===== src/rtl/jtbubl_gfx_romslot.sv =====
// Single-entry cached ROM read slot between the graphics engine and the SDRAM controller.
// A repeat of the last fetched word answers in the same cycle with no SDRAM traffic.
module jtbubl_gfx_romslot #(
    parameter int             AW     = 19,
    parameter int             SDW    = 22,
    parameter logic [SDW-1:0] OFFSET = 22'h08_0000
) (
    input  logic           clk,
    input  logic           rst,
    input  logic           downloading,
    input  logic           slot_cs,
    input  logic [AW-1:0]  slot_addr,
    output logic [15:0]    slot_dout,
    output logic           slot_ok,
    output logic [SDW-1:0] sdram_addr,
    output logic           sdram_req,
    input  logic           sdram_ack,
    input  logic           data_rdy,
    input  logic [15:0]    sdram_data
);

    typedef enum logic [1:0] {
        IDLE,
        WAIT_ACK,
        WAIT_DATA
    } state_t;

    state_t         state_q, state_d;
    logic [AW-1:0]  req_addr_q, req_addr_d;
    logic [AW-1:0]  cached_addr_q, cached_addr_d;
    logic           valid_q, valid_d;
    logic [15:0]    dout_q, dout_d;
    logic [SDW-1:0] sdram_addr_q, sdram_addr_d;
    logic           sdram_req_q, sdram_req_d;

    logic hit;
    logic miss;

    // A stale entry keeps answering its own address while a different word is in flight.
    assign hit     = valid_q & (slot_addr == cached_addr_q);
    assign miss    = slot_cs & ~downloading & ~hit;
    assign slot_ok = slot_cs & hit & ~downloading;

    assign slot_dout  = dout_q;
    assign sdram_addr = sdram_addr_q;
    assign sdram_req  = sdram_req_q;

    always_comb begin
        // NOTE: every _d gets its hold value first so no path through the case leaves a latch.
        state_d       = state_q;
        req_addr_d    = req_addr_q;
        cached_addr_d = cached_addr_q;
        valid_d       = valid_q;
        dout_d        = dout_q;
        sdram_addr_d  = sdram_addr_q;
        sdram_req_d   = sdram_req_q;

        if (downloading) begin
            // Flush: drop any in-flight request; late data_rdy then lands in IDLE and is ignored.
            state_d     = IDLE;
            sdram_req_d = 1'b0;
            valid_d     = 1'b0;
        end else begin
            case (state_q)
                IDLE: begin
                    if (miss) begin
                        req_addr_d   = slot_addr;
                        sdram_addr_d = OFFSET + SDW'(slot_addr);
                        sdram_req_d  = 1'b1;
                        state_d      = WAIT_ACK;
                    end
                end
                WAIT_ACK: begin
                    if (sdram_ack) begin
                        sdram_req_d = 1'b0;
                        state_d     = WAIT_DATA;
                    end
                end
                WAIT_DATA: begin
                    if (data_rdy) begin
                        dout_d        = sdram_data;
                        cached_addr_d = req_addr_q;
                        valid_d       = 1'b1;
                        state_d       = IDLE;
                    end
                end
                default: state_d = IDLE;
            endcase
        end
    end

    always_ff @(posedge clk) begin
        // NOTE: state registers use non-blocking assignments so every flop samples pre-edge values.
        if (rst) begin
            state_q       <= IDLE;
            req_addr_q    <= '0;
            cached_addr_q <= '0;
            valid_q       <= 1'b0;
            dout_q        <= '0;
            sdram_addr_q  <= '0;
            sdram_req_q   <= 1'b0;
        end else begin
            state_q       <= state_d;
            req_addr_q    <= req_addr_d;
            cached_addr_q <= cached_addr_d;
            valid_q       <= valid_d;
            dout_q        <= dout_d;
            sdram_addr_q  <= sdram_addr_d;
            sdram_req_q   <= sdram_req_d;
        end
    end

endmodule


===== config.mk =====
export PLATFORM = sky130hd
export DESIGN_NAME = jtbubl_gfx_romslot
export DESIGN_NICKNAME = d
export VERILOG_FILES = /design/src/rtl/jtbubl_gfx_romslot.sv
export SDC_FILE = /design/constraint.sdc
export NUM_CORES = 1
export LEC_CHECK = 0
export CAP_MARGIN = 30
export CORE_ASPECT_RATIO = 2
export CORE_UTILIZATION = 46
export DETAILED_ROUTE_END_ITERATION = 10
export PLACE_DENSITY = 0.83
export SYNTH_ARGS = -nofsm -noshare
export SYNTH_HDL_FRONTEND = slang
export SYNTH_SLANG_ARGS = --single-unit

===== constraint.sdc =====
create_clock -name clk -period 2.26 [get_ports clk]
set_clock_uncertainty 0.15 [all_clocks]
set_input_delay 0.678 -clock clk [delete_from_list [all_inputs] [get_ports clk]]
set_output_delay 0.678 -clock clk [all_outputs]
set_load 0.03 [all_outputs]

==> results.toml <==
[outcome]
violations = "negative setup slack"
status = "finished, violations left"

[global_routing]
first_global_vias = 2236
grt_pass1_wl_um = 10120
grt_overflow = 0
grt_max_degree = 35
grt_usage_pct = 24.60
antenna_found_initial = 0

[critical_path]
path_class = "in2out"
start_kind = "input port"
worst_setup_path_end_kind = "primary output"
slowest_stage = "nor4_2"
path_delay_family = "simple AND/OR/NAND/NOR gates"
critPathMaxStageDelay_ns = 0.28
worstPathMaxFanout = 2
path_buf_inv = 2
cp.required_ns = 1.43
worst_ep_arrival_time_ns = 1.85
cp_cell_sequence = "clkdlybuf4s15_2 -> xor2_1 -> nor4_2 -> nand3_2 -> nor3_4 -> buf_6"

[clock_tree]
clk_pin_slew_ns = 0.06
root_buffer = "clkbuf_8"
cts_buffers = 9
htree_levels = 3
numClockSinks = 59
cts_buffer_depth = 2
cts_tree = "yes"
clkLatencyLatePin_ns = 0.35

[logic_synthesis]
synth_area_per_cell_sq_um = 8.680
synth_top_area_share_pct = 47.08
ys_seq_area_share_pct = 47.08
yosysUniqueCellTypes = 26
synth_seq_cells = 59
ys_async_sr_fraction_pct = 0
syn_inst = 289
yosysWarnings = 0
synth_area_leaders = "dfxtp_1 (47%), nand2_1 (11%), nand2b_1 (10%)"
netlist_area_sq_mm = 0.002509
synth_edf_count = 0
yosys.area.top_type = "dfxtp_1"
ys.flop_type = "dfxtp_1"

[routing]
drt_iter0_markers = 57
drt-vias-per-instance = 5.055
first_pass_iters = 4
drc = 0
avgRoutedWirePerCell_um = 14.18
num_vias = 2214
ant_nets = 0
drt-total-wl_um = 6212

[sta]
hold_slack_ns = 0.3016
fin_setup_tns_ns = -0.4172
layout_setup_ws_ns = -0.4172
slew_viol_final = 0
rsz0062_at_grt = "true"
setup_viol = 1
max_clock_freq_ghz = 0.3735
min_period_ns = 2.677
hold_viol = 0
post-route-period-util_pct = 118.5

[final_layout]
area_growth_pct = 46.23
n_fill_cell = 390
layout.nets = 416
fin_cells = 438
diodes = 0
final_cell_mix = "nand2_1 (72), dfxtp_1 (59), clkdlybuf4s50_1 (43), nand2b_1 (40), a21oi_1 (36)"
layout-drive-gt1-share_pct = 15.26
mostFrequentLayoutCell = "nand2_1"

[die]
fp.dieArea_sq_mm = 0.005771
ioPinCount = 81
num_rows = 37
core-area_sq_mm = 0.005185
fp.dieW_um = 54.22
die_height_um = 106.4
initial_core_util_pct = 48.38

[power]
power_density_mw_per_mm2 = 599.2
finalPower_mw = 2.198
p_leak_nw = 1.664
ir_worst_vdd_mv = 0.5712

[placement]
dp_worst_setup_slack_ns = -0.7652
hpwl_um = 4329
dp.cells = 420
gp_congestion = 0.7727
port_buffers = 78

[run]
drv_cap = 0

[min_path]
hold_class = "reg2reg"
[synthesized netlist by cell type, drive strengths merged (2+ instances only)]
cell type and n:
nand2 72, buf 7, a21oi 36, clkbuf 13
xor2 18, dfxtp 59, nor4 4, o21ai 2
nand2b 40, a211oi 2, nor2 4, mux2i 19
nor3 4
[sequential cells by signal, indices dropped and copies added (netlist names)]
register	cells
valid_q	1
req_addr_q	18
slot_dout	16
sdram_req	1
cached_addr_q	19
sdram_addr	2
state_q	2
[stage by stage]
| stage | cell area, sq um | util (%) |
|---|---|---|
| floorplan | 2524 | - |
| global placement | 3430 | 66.14 |
| detailed placement | 3430 | 66.14 |
| CTS | 3615 | 69.72 |
| global route | 3669 | 70.75 |
| finish | 3669 | 70.75 |
[cell type report]
class	count	area (sq um)	area share, %
clock buffers	14	162.7	4.434
clock inverters	2	10.01	0.2729
inverters	1	3.754	0.1023
multi-input cells	210	1286	35.06
flip-flops and latches	59	1181	32.20
well taps	58	72.57	1.978
repair buffers	94	952.2	25.95
[cell families after synthesis]
family          Yosys count  share of synthesized area [%]
other cells               1                         0.1495
mux                      19                          7.581
buf+inv                  21                          4.189
simple gates            129                          25.69
xor+xnor                 19                          6.633
flops                    59                          47.08
compound gates           41                          8.678
[tightest hold or removal path, stage by stage, from the launching register on]
cell and delay (ns):
dfxtp_1 0.31, nand2_1 0.05, a21oi_1 0.05
[routing by layer]
layer	vias up	wire (um)	global-route usage, %
met5	-	0	0
met4	0	217	13.19
met3	15	293	8.441
met2	66	3397	40.51
met1	1032	2304	25.92
li1	1101	-	-
[where the power goes]
part	switching (mW)	internal, mW	leakage [nW]
sequential	0.0161	1.06	0.478
clock	0.397	0.455	0.0905
combinational	0.132	0.137	1.10
total	0.545	1.65	1.66
[final timing paths]
kind                         end  cells past startpoint               from  slack [ns]
setup / recovery         slot_ok                      6       slot_addr[3]       -0.42
hold / removal     slot_dout[13]                      2      slot_dout[13]        0.30
setup reg to reg  req_addr_q[16]                      8  cached_addr_q[12]        0.16
hold reg to reg    slot_dout[13]                      2      slot_dout[13]        0.30
[what timing repair did]
item / in CTS / in global routing
resized for setup: 61 / 23
hold buffers: 0 / 0
buffers inserted: 1 / 1
pin swaps: 15 / 6
endpoints found under the setup margin: 22 / 15
Power figures use the tool's default switching activity.
